[config.mk]
export PLATFORM = sky130hd
export DESIGN_NAME = serial_adder
export DESIGN_NICKNAME = d
export VERILOG_FILES = /design/src/rtl/serial_adder.sv
export SDC_FILE = /design/constraint.sdc
export NUM_CORES = 1
export LEC_CHECK = 0
export ABC_AREA = 1
export CAP_MARGIN = 20
export CORE_MARGIN = 5
export CORE_UTILIZATION = 55
export CTS_CLUSTER_DIAMETER = 60
export DETAILED_ROUTE_END_ITERATION = 6
export GPL_ROUTABILITY_DRIVEN = 0
export PLACE_DENSITY_LB_ADDON = 0.3
export SETUP_SLACK_MARGIN = 0.5
export SLEW_MARGIN = 0
export SYNTH_ARGS = -nofsm -noshare
export SYNTH_HDL_FRONTEND = slang
export SYNTH_SLANG_ARGS = --single-unit
[constraint.sdc]
create_clock -name clk -period 3.4 [get_ports clk]
set_input_delay 0.51 -clock clk [delete_from_list [all_inputs] [get_ports clk]]
set_output_delay 0.51 -clock clk [all_outputs]
set_load 0.02 [all_outputs]
[src/rtl/serial_adder.sv]
// serial_adder: bit-serial N-bit adder, sum/c_out = a + b + c_in.
// One operand bit pair is added per clock through the 1-bit full adder
// fa_v1, LSB first. The result is published as a whole on the edge that
// finishes the last bit, so sum/c_out never show partial results.
//
// Ports:
//   clk    in   system clock, rising edge
//   reset  in   synchronous, active-high reset
//   start  in   begin an addition (sampled only in IDLE)
//   a, b   in   N-bit operands, captured on the accepting edge
//   c_in   in   carry-in, captured on the accepting edge
//   sum    out  registered N-bit result (modulo 2^N)
//   c_out  out  registered carry out of bit N-1
//   busy   out  high while state is RUN
//   done   out  one-cycle pulse while state is DONE

// fa_v1: 1-bit full adder.
//   a, b, c_in  in   operand bits and carry-in
//   sum, c_out  out  sum bit and carry-out
module fa_v1 (
  output logic sum,
  output logic c_out,
  input  logic a,
  input  logic b,
  input  logic c_in
);

  assign sum   = a ^ b ^ c_in;
  assign c_out = (a & b) | (a & c_in) | (b & c_in);

endmodule

// state | meaning
// IDLE  | waiting for start; sum/c_out hold the last result
// RUN   | adding one bit per edge, N edges in total
// DONE  | result just published; one-cycle done pulse
module serial_adder #(
  parameter int N = 8
) (
  input  logic         clk,
  input  logic         reset,
  input  logic         start,
  input  logic [N-1:0] a,
  input  logic [N-1:0] b,
  input  logic         c_in,
  output logic [N-1:0] sum,
  output logic         c_out,
  output logic         busy,
  output logic         done
);

  localparam int CW = (N > 1) ? $clog2(N) : 1;

  typedef enum logic [1:0] {
    IDLE = 2'd0,
    RUN  = 2'd1,
    DONE = 2'd2
  } state_t;

  state_t state_q;
  state_t state_d;

  logic [N-1:0]  ra;
  logic [N-1:0]  rb;
  logic [N-1:0]  rs;
  logic          cy;
  logic [CW-1:0] cnt;

  logic fa_sum;
  logic fa_cout;
  logic last_bit;

  fa_v1 u_fa (
    .sum   (fa_sum),
    .c_out (fa_cout),
    .a     (ra[0]),
    .b     (rb[0]),
    .c_in  (cy)
  );

  assign last_bit = (cnt == CW'(N - 1));

  always_comb begin
    state_d = state_q;
    case (state_q)
      IDLE:    if (start) state_d = RUN;
      RUN:     if (last_bit) state_d = DONE;
      DONE:    state_d = IDLE;
      default: state_d = IDLE;
    endcase
  end

  always_ff @(posedge clk) begin
    if (reset) begin
      state_q <= IDLE;
      ra      <= '0;
      rb      <= '0;
      rs      <= '0;
      cy      <= 1'b0;
      cnt     <= '0;
      sum     <= '0;
      c_out   <= 1'b0;
    end else begin
      state_q <= state_d;
      case (state_q)
        IDLE: begin
          if (start) begin
            ra  <= a;
            rb  <= b;
            cy  <= c_in;
            cnt <= '0;
            rs  <= '0;
          end
        end
        RUN: begin
          // Each new sum bit enters at the MSB, so after N shifts the
          // first (LSB) bit has reached rs[0].
          rs  <= {fa_sum, rs[N-1:1]};
          cy  <= fa_cout;
          ra  <= {1'b0, ra[N-1:1]};
          rb  <= {1'b0, rb[N-1:1]};
          cnt <= cnt + 1'b1;
          // Publish straight from the adder output on the final bit;
          // rs itself only catches up on this same edge.
          if (last_bit) begin
            sum   <= {fa_sum, rs[N-1:1]};
            c_out <= fa_cout;
          end
        end
        default: ;
      endcase
    end
  end

  assign busy = (state_q == RUN);
  assign done = (state_q == DONE);

endmodule

## After elaboration in Yosys (flattened, before gate mapping)

Cells that the tools add are included.

| operators by class | value |
|---|---|
| add/sub/neg operators | 1 |
| multiply operators | 0 |
| div/mod/pow operators | 0 |
| magnitude comparators | 0 |
| equality and inequality tests | 5 |
| shifts and indexed selects | 0 |
| mux-type cells | 13 |
| bitwise gates (word level) | 7 |
| reductions and logical operators | 5 |

Operator list:

| kind | count |
|---|---|
| case mux 8 bit (2 select lines) | 3 |
| 2-to-1 mux 8 bit | 3 |
| case mux 3 bit (2 select lines) | 1 |
| AND reduction 2 bit | 3 |
| 2-to-1 mux 2 bit | 2 |
| case mux 2 bit (2 select lines) | 1 |
| adder 3 x 1 -> 3 bit (second input constant) | 1 |
| bitwise AND 1 bit | 3 |
| equality test 3 bit (second input constant) | 1 |
| 2-to-1 mux 3 bit | 1 |
| equality test 2 x 1 -> 1 bit (second input constant) | 1 |
| equality test 2 bit (second input constant) | 1 |
| logical NOT 2 bit | 1 |
| inequality test 2 x 1 -> 1 bit (second input constant) | 1 |
| inequality test 2 bit (second input constant) | 1 |
| bitwise OR 1 bit | 2 |
| case mux 1 bit (2 select lines) | 1 |
| nonzero test 2 bit | 1 |
| bitwise XOR 1 bit | 2 |
| 2-to-1 mux 1 bit | 1 |

| word-level totals | value |
|---|---|
| register bits after elaboration | 39 |
| bits in latches | 0 |
| RAM bits | 0 |
| ROM bits | 0 |
| input port bits | 20 |
| output and inout port bits | 11 |
| logic and storage cells | 39 |
| memories | 0 |

## Logic depth before layout (Yosys ltp)

Gate-level depths: netlist (run 1).

| logic depth | value |
|---|---|
| depth in word-level cells | 4 |
| gate-level depth with buffers | 7 |

## Hierarchy

Synthesis (run 1) repeated with hierarchy kept, for this count alone.

| unflattened totals | value |
|---|---|
| cell total of the unflattened synthesis | 237 |
| area total of the unflattened synthesis | 1781.7 um^2 |

Modules (own cells, without submodules):

| module | times used | cells each | area each (um^2) | seq. area each (um^2) |
|---|---|---|---|---|
| serial_adder | 1 | 236 | 1761.7 | 760.7 |
| fa_v1 | 1 | 1 | 20.0 | 0.0 |

## Least setup slack after synthesis (run 1)

Ideal clock, no wire load.

| timing | value |
|---|---|
| path kind | register -> output |
| from | register state_q[1] |
| to | output done |
| data arrival time | 0.910 ns |
| required time | 2.890 ns |
| setup slack | 1.980 ns |
| stages on the path, launching flop included | 4 |
| path through | dfxtp_1 > inv_2 > buf_2 > nor2_1 |

| on the way | value |
|---|---|
| word-level cells in the longest chain between the ends | 1 |

RTL lines:

| item | RTL line | RTL |
|---|---|---|
| start: declaration | 60 | `state_t state_q;` |
| start signal: assignment | 104 | `state_q <= state_d;` |
| equality test 2 bit | 136 | `assign done = (state_q == DONE);` |
| end: declaration | 49 | `output logic done` |

Every way passes these cells.

## Worst setup path after layout (run 1)

| timing | value |
|---|---|
| from | register state_q[1] |
| to | output busy |

| on the way | value |
|---|---|
| word-level cells in the longest chain between the ends | 1 |

RTL lines:

| item | RTL line | RTL |
|---|---|---|
| equality test 2 x 1 -> 1 bit | 135 | `assign busy = (state_q == RUN);` |
| end: declaration | 48 | `output logic busy,` |

Every way passes these cells.

==> results_dict.tcl, run 1 <==
set metrics [dict create \
    dr.pass1.iters 4 \
    post-cts-setup-buffers 0 \
    synth-edff-count 0 \
    clk_pin_slew_worst_paths_ps 110 \
    boundaryPins 31 \
    grt_pass1_vias 1350 \
    tightest_slew_ps 991.4 \
    path_cells "nor2_2, clkdlybuf4s50_1" \
    cts-root-buf "clkbuf_4" \
    vias 1553 \
    synth_fp_nets 277 \
    synthFlopType "dfxtp_1" \
    grt_pass1_wl_mm 5.775 \
    synth.area.mux_share 0 \
    cts.sinks 38 \
    die-width_um 65.91 \
    max_cap_violations 0 \
    netlist_area_um2 1719 \
    initial_core_util 0.5678 \
    wire_per_inst_um 10.90 \
    finalWorstSetupSlack_ps 1099 \
    synth.cells.most_frequent "nand2_1 (101), dfxtp_1 (38), nor2_1 (36), nand3_1 (25), inv_1 (20)" \
    hold_buffers 0 \
    die_h_um 65.91 \
    synth_largest_area_cell "dfxtp_1" \
    drc_errors 0 \
    synth-seq-cells 38 \
    multi_input_area_um2 789.5 \
    synth_area_leaders "dfxtp_1 (44%), nand2_1 (22%), nor2_1 (7.9%)" \
    power_leakage_nw 0.9663 \
    cp.required_ps 2890 \
    initialDrtViolationCount 156 \
    cp-end-kind "output pin" \
    period_share 0.6767 \
    grt_usage 0.1728 \
    place_ws_ps 1121 \
    power_density_nw_per_um2 478.0 \
    max_freq_mhz 434.6 \
    cp.arrival_ps 1790 \
    peakVddDrop_uv 325.5 \
    synth_xor_area_frac 0 \
    grt.overflow.total 0 \
    hpwl_mm 2.304 \
    coreArea_um2 3028 \
    viasPerCell 4.793 \
    seq_area_um2 760.7 \
    total_power_mw 1.005 \
    rows 20 \
    synth_top_area_frac 0.4425 \
    syn_inst 254 \
    finalClockSkew_ps 6.803 \
    yosys_warnings 0 \
    final_area_um2 2103 \
    cp_num_buf_inv 1 \
    status "finished, final reports clean" \
    synth_fa_ha_area_frac 0.02620 \
    die_area_um2 4344 \
    wl_mm 3.531 \
    yosysMostFrequentCell "nand2_1" \
    max_stage_delay_ps 690 \
    synthSimpleGateAreaFrac 0.3857 \
    hold_viol 0 \
    antenna_found_initial 0 \
    diodes 0 \
    drive_gt1_frac 0.05000 \
    port-buffer-count 30 \
    ys_seq_area_frac 0.4425 \
    postCtsResizedCells 0 \
    clkLatencyLatePin_ps 340 \
    ys_async_sr_fraction 0 \
    ant_nets 0 \
    rsz0062_at_grt "false" \
    cts_max_level 2 \
    hold_class "flip-flop to flip-flop" \
    fin_crit_ps 2301 \
    cts_tree "done" \
    startpoint_type "flip-flop" \
    clockBufferDepth 2 \
    fill_cells 273 \
    critical_path_class "flip-flop to output pin" \
    slew_violations 0 \
    yosysUniqueCellTypes 18 \
    grt_max_degree 43 \
    worst_path_max_delay_cell "clkdlybuf4s50_1" \
    synth_area_per_cell_um2 6.768 \
    fin_setup_tns_ps 0 \
    finalNetCount 302 \
    synth-compound-area-share 0.04731 \
    critPathMaxFanout 13 \
    cts_buffers 5 \
    setup_violations 0 \
    maxSlewHeadroom 0.3365 \
    area_delta_synth_final_pct 22.34 \
    synth_top_family_by_area "simple AND/OR/NAND/NOR gates" \
    cp_top_family "buffers and inverters" \
    place_area_um2 1992 \
]
## placed cells by master (no fill, tap or decap), drive strengths merged
cell and instances:
nor2 38, bufinv 2, buf 1, ha 2, o21ai 2, nand3 25, a21oi 12, nand2 102
clkdlybuf4s50 30, clkbuf 6, inv 21, dfxtp 38, fa 1
## power breakdown
part	internal (mW)	leakage [nW]	total, mW	switching (mW)
Combinational	0.0548	0.597	0.129	0.0744
Sequential	0.467	0.311	0.479	0.0125
Clock	0.249	0.0585	0.397	0.148
Total	0.771	0.966	1.01	0.235
## cells by family after synthesis
family                   count (synthesis)
AND/OR/NAND/NOR                        165
buffers and inverters                   34
AO/OA/AOI/OAI                           14
flip-flops                              38
adder cells (fa/ha/maj)                  3
## flip-flops by register name, summed over array words and instances, names as in the netlist
name and flops:
c_out 1, cnt 3, cy 1, ra 8, rb 8, rs 7, state_q 2, sum 8
## cell type report
| type | count | share of cell area |
|---|---|---|
| timing repair buffer | 31 | 0.1463 |
| sequential | 38 | 0.3617 |
| tap | 44 | 0.02617 |
| clock inverter | 2 | 0.02855 |
| multi-input combinational | 182 | 0.3754 |
| inverter | 21 | 0.03748 |
| clock buffer | 6 | 0.02439 |
## stage by stage
step	cells	hold WS (ps)	utilization
after floorplan	254	433.5	-
after global placement	316	455.8	0.6579
after detailed placement	316	458.0	0.6579
after CTS	324	474.0	0.6946
after global routing	324	506.2	0.6946
final	324	472.3	0.6946
## per-layer routing
layer / wire length (um) / GRT usage / up-vias
met4: 47 / 0.08549 / 0
met3: 233 / 0.04422 / 6
met5: 0 / 0 / -
li1: - / - / 821
met1: 1574 / 0.2106 / 675
met2: 1675 / 0.2804 / 51
## worst paths after layout
path                   start      to  slack, ps  cells after the start
setup / recovery  state_q[1]    busy       1100                      2
hold / removal         rs[5]  sum[4]        470                      2
setup reg to reg  state_q[0]   rb[1]       1600                      5
hold reg to reg        rs[5]  sum[4]        470                      2
## tightest hold or removal path: cells and delay by family (launching register included)
family	cells	cell delay (ps)
DFF	1	340
and+or+nand+nor	2	100
Power figures use the tool's default switching activity.
==> run 2, diff against run 1 <==
Settings changed: CORE_UTILIZATION 55 to 46.
Clock period 3.4 ns to 1.9 ns, I/O delays scaled along.
==> results_dict.tcl, run 2 (same netlist as run 1, synthesis figures left out) <==
set metrics [dict create \
    status "finished, final reports clean" \
    place_inst 326 \
    dr.pass1.iters 4 \
    cts_tree "done" \
    cp-end-kind "output pin" \
    setup_violations 0 \
    cp.arrival_ps 1090 \
    rsz0062_at_grt "true" \
    antenna_found_initial 0 \
    seq_power_share 0.517 \
    grt_pass1_vias 1336 \
    startpoint_type "flip-flop" \
    period_share 0.7212 \
    clkLatencyLatePin_ps 280 \
    ant_nets 0 \
    p_clk_frac 0.338 \
    wire_per_inst_um 10.07 \
    clk_pin_slew_worst_paths_ps 70 \
    critical_path_class "flip-flop to output pin" \
    port-buffer-count 30 \
    internal-power_mw 1.239 \
    place_area_um2 2054 \
    finalWorstSetupSlack_ps 529.7 \
    viasPerCell 4.579 \
    critPathMaxFanout 3 \
    hold_class "flip-flop to flip-flop" \
    initialDrtViolationCount 102 \
    top_regs "ra (8), rb (8), sum (8)" \
    max_freq_mhz 729.8 \
    finalNetCount 309 \
    power_density_nw_per_um2 773.3 \
    p_sw_mw 0.4226 \
    final_cell_mix "nand2_1 (100), dfxtp_1 (37), nor2_1 (36)" \
    final_common_cell "nand2_1" \
    rows 22 \
    fin_setup_tns_ps 0 \
    grt.overflow.total 0 \
    die_area_um2 5060 \
    drive_gt1_frac 0.08711 \
    max_cap_violations 0 \
    grt_max_degree 32 \
    boundaryPins 31 \
    place_ws_ps 217.1 \
    grt_pass1_wl_mm 5.892 \
    post-cts-setup-buffers 0 \
    combPwrFrac 0.145 \
    final_area_um2 2148 \
    whs_ps 468.7 \
    cts_max_level 2 \
    grt_usage 0.1468 \
    initial_core_util 0.4731 \
    drc_errors 0 \
    slew_violations 0 \
    switching_share 0.2544 \
    hpwl_mm 2.316 \
    hold_viol 0 \
    die_h_um 71.14 \
    vias 1534 \
    fin_crit_ps 1370 \
    tightest_slew_ps 423.8 \
    cts.sinks 38 \
    cp.required_ps 1620 \
    die-width_um 71.14 \
    maxSlewHeadroom 0.7169 \
    peakVddDrop_uv 337.2 \
    final-instance-count-excl-fill 335 \
    clockBufferDepth 2 \
    diodes 0 \
    area_delta_synth_final_pct 24.96 \
    cts-root-buf "clkbuf_8" \
    coreArea_um2 3633 \
    finalClockSkew_ps 2.621 \
    power_leakage_nw 1.044 \
    cts_buffers 5 \
    wl_mm 3.374 \
]
==> run 2: changes by cell type in the layout (fill, tap and decap cells not counted), moves of 2 or more <==
cell | before | now
bufinv_16 | 2 | 0
buf_4 | 1 | 6
clkdlybuf4s50_1 | 30 | 19
clkbuf_8 | 1 | 6
clkbuf_4 | 5 | 0
nand2_4 | 0 | 2
dlygate4sd2_1 | 0 | 9
==> run 2: per-stage QoR <==
step / total power, mW / utilization
6_report: 1.661 / 0.5913
5_1_grt: 1.766 / 0.5913
4_1_cts: 1.680 / 0.5888
3_5_place_dp: 1.117 / 0.5654
3_3_place_gp: 1.112 / 0.5654
2_1_floorplan: 1.040 / -
==> run 2: cell type report <==
| cell class | instances | area, um^2 |
|---|---|---|
| fillers | 361 | 1485 |
| multi-input cells | 183 | 808.3 |
| flip-flops and latches | 38 | 762.0 |
| repair buffers | 37 | 344.1 |
| clock buffers | 7 | 86.33 |
| inverters | 21 | 82.58 |
| well taps | 48 | 60.06 |
| clock inverters | 1 | 5.005 |
==> run 2: critical path: stages (launching register included) <==
cell and delay [ps]:
dfxtp_1 410, inv_2 50, nor2_1 140, clkbuf_2 200
==> run 2: worst paths after layout <==
path	startpoint	end	slack [ps]	cells after the start
worst max-delay path	state_q[1]	done	530	3
worst min-delay path	rs[3]	sum[2]	470	2
worst max register to register	cnt[0]	c_out	620	6
worst min register to register	rs[3]	sum[2]	470	2
==> run 2: per-layer routing <==
| layer | vias up | part of all wire | global-route usage |
|---|---|---|---|
| met5 | - | 0 | 0 |
| met4 | 0 | 0.021 | 0.07516 |
| met3 | 5 | 0.051 | 0.04688 |
| met2 | 32 | 0.45 | 0.2286 |
| met1 | 658 | 0.47 | 0.1813 |
| li1 | 839 | - | - |
==> run 2: repair_timing <==
action / CTS / global route
endpoints found under the setup margin: 20 / 22
pin swaps: 0 / 1
cloned: 0 / 1
gates resized for setup: 16 / 5
hold buffers: 0 / 0
==> run 2: power by group through the flow <==
| stage | clock network, mW | logic, mW | registers, mW |
|---|---|---|---|
| after floorplan | 0 | 0.169 | 0.871 |
| after global placement | 0 | 0.237 | 0.875 |
| after detailed placement | 0 | 0.240 | 0.877 |
| after CTS | 0.581 | 0.241 | 0.859 |
| after global routing | 0.624 | 0.279 | 0.863 |
| final | 0.561 | 0.241 | 0.859 |
==> run 3, diff against run 2 <==
Clock period 1.9 ns to 1.2 ns, I/O delays scaled along.
==> results_dict.tcl, run 3 (same netlist as run 1, synthesis figures left out) <==
set metrics [dict create \
    final-instance-count-excl-fill 364 \
    grt_max_degree 17 \
    crit-reg2reg-launch "state_q[0]" \
    peakVddDrop_uv 990.8 \
    period_share 1.048 \
    antenna_found_initial 0 \
    timing.rr.end "rb[1]" \
    initial_core_util 0.4731 \
    cp.arrival_ps 1460 \
    cts-root-buf "clkbuf_8" \
    cts_tree "done" \
    finalClockSkew_ps 2.576 \
    grt_pass1_wl_mm 7.534 \
    power_density_nw_per_um2 1134 \
    whs_ps 477.6 \
    slew_violations 0 \
    final_common_cell "nand2_1" \
    reg2reg_slack_ps -60 \
    status "finished, violations left" \
    fin_crit_ps 1257 \
    area_delta_synth_final_pct 75.69 \
    dr.pass1.iters 4 \
    grt_usage 0.1904 \
    diodes 0 \
    seq_area_um2 787.0 \
    wl_mm 6.173 \
    critPathMostFrequentCell "buf_12" \
    crit_start "state_q[0]" \
    cp_top_family "buffers and inverters" \
    startpoint_type "flip-flop" \
    clockBufferDepth 2 \
    cp.required_ps 1410 \
    path_cells "buf_12, o21ai_4, buf_12, buf_12, nand2_1, nand2_2, nor2_2" \
    die-width_um 71.14 \
    multi_input_area_um2 1107 \
    die_area_um2 5060 \
    drc_errors 0 \
    coreArea_um2 3633 \
    hold_buffers 0 \
    max_freq_mhz 795.4 \
    cp_num_buf_inv 3 \
    clk_pin_slew_worst_paths_ps 80 \
    clkLatencyLatePin_ps 300 \
    rows 22 \
    fill_cells 197 \
    cts_buffers 5 \
    ant_nets 0 \
    setup_violations 28 \
    viasPerCell 5.143 \
    die_h_um 71.14 \
    max_cap_violations 0 \
    crit_path_end "rb[1]" \
    maxSlewHeadroom 0.8462 \
    grt.overflow.total 0 \
    port-buffer-count 30 \
    hold_class "primary input to flip-flop" \
    initialDrtViolationCount 134 \
    place_ws_ps -143.4 \
    failed_checks "negative setup slack" \
    critPathMaxFanout 5 \
    rsz0062_at_grt "true" \
    top_regs "ra (8), rb (8), sum (8)" \
    final_area_um2 3020 \
    finalNetCount 338 \
    boundaryPins 31 \
    critical_path_class "flip-flop to flip-flop" \
    place_area_um2 2243 \
    final_cell_mix "nand2_1 (69), nor2_1 (28), nand2_2 (23), dfxtp_1 (23)" \
    hold_viol 0 \
    worst_path_max_delay_cell "dfxtp_4" \
    tightest_slew_ps 229.9 \
    final_core_util 0.8313 \
    cp-end-kind "flip-flop" \
    wire_per_inst_um 16.96 \
    rr_worst_depth 7 \
    fin_setup_tns_ps -788.8 \
    grt_pass1_vias 1630 \
    cts.sinks 38 \
    power_leakage_nw 1.373 \
    finalWorstSetupSlack_ps -57.29 \
    drive_gt1_frac 0.4430 \
    cp.depth 7 \
    hpwl_mm 2.517 \
    cts_max_level 2 \
    total_power_mw 3.426 \
    vias 1872 \
    place_inst 332 \
    max_stage_delay_ps 370 \
]
-- run 3: changes by cell type in the layout (fill, tap and decap cells not counted), moves of 6 or more --
cell,previous run,this run
a21oi_1,12,5
nand2_2,0,23
dfxtp_2,1,12
buf_4,6,15
dlygate4sd2_1,9,0
nand3_2,0,13
nand2_1,100,69
nor2_1,36,28
buf_12,1,10
buf_6,0,15
dfxtp_1,37,23
a21oi_2,0,7
nand2_4,2,8
nand3_1,25,12
-- run 3: worst min path at each step --
stage | startpoint | endpoint | slack, ps | depth (start not counted)
2_1_floorplan | reset | cnt[1] | 240 | 1
3_3_place_gp | sum[5] | sum[5] | 440 | 2
3_5_place_dp | sum[6] | sum[6] | 450 | 2
4_1_cts | rs[5] | sum[4] | 460 | 2
5_1_grt | a[7] | ra[7] | 490 | 3
6_report | a[7] | ra[7] | 480 | 3
-- run 3: timing repair --
item	CTS	global route
gates resized for setup	91	70
cloned	3	4
pin swaps	11	32
buffers inserted	15	2
endpoints found under the setup margin	49	49
-- run 3: where the power goes --
part / total (mW) / switching (mW) / internal (mW)
sequential: 1.37 / 0.0533 / 1.32
combinational: 0.669 / 0.340 / 0.329
clock: 1.38 / 0.496 / 0.887
total: 3.43 / 0.890 / 2.54
-- run 3: area by class of cell --
class / count / area share
Timing Repair Buffer: 66 / 0.2788
Inverter: 21 / 0.02693
Multi-Input combinational cell: 183 / 0.3666
Clock inverter: 2 / 0.01988
Sequential cell: 38 / 0.2606
Tap cell: 48 / 0.01988
Clock buffer: 6 / 0.02734
-- run 3: tightest hold or removal path, delay by kind of cell --
family                 cells  cell delay [ps]
AND/OR/NAND/NOR            1               90
AO/OA/AOI/OAI              1               70
buffers and inverters      1              400
-- run 3: per-layer routing --
metal | GRT usage | part of all wire
met1 | 0.2243 | 0.40
met2 | 0.3223 | 0.50
met3 | 0.05256 | 0.065
met4 | 0.08351 | 0.033
met5 | 0 | 0
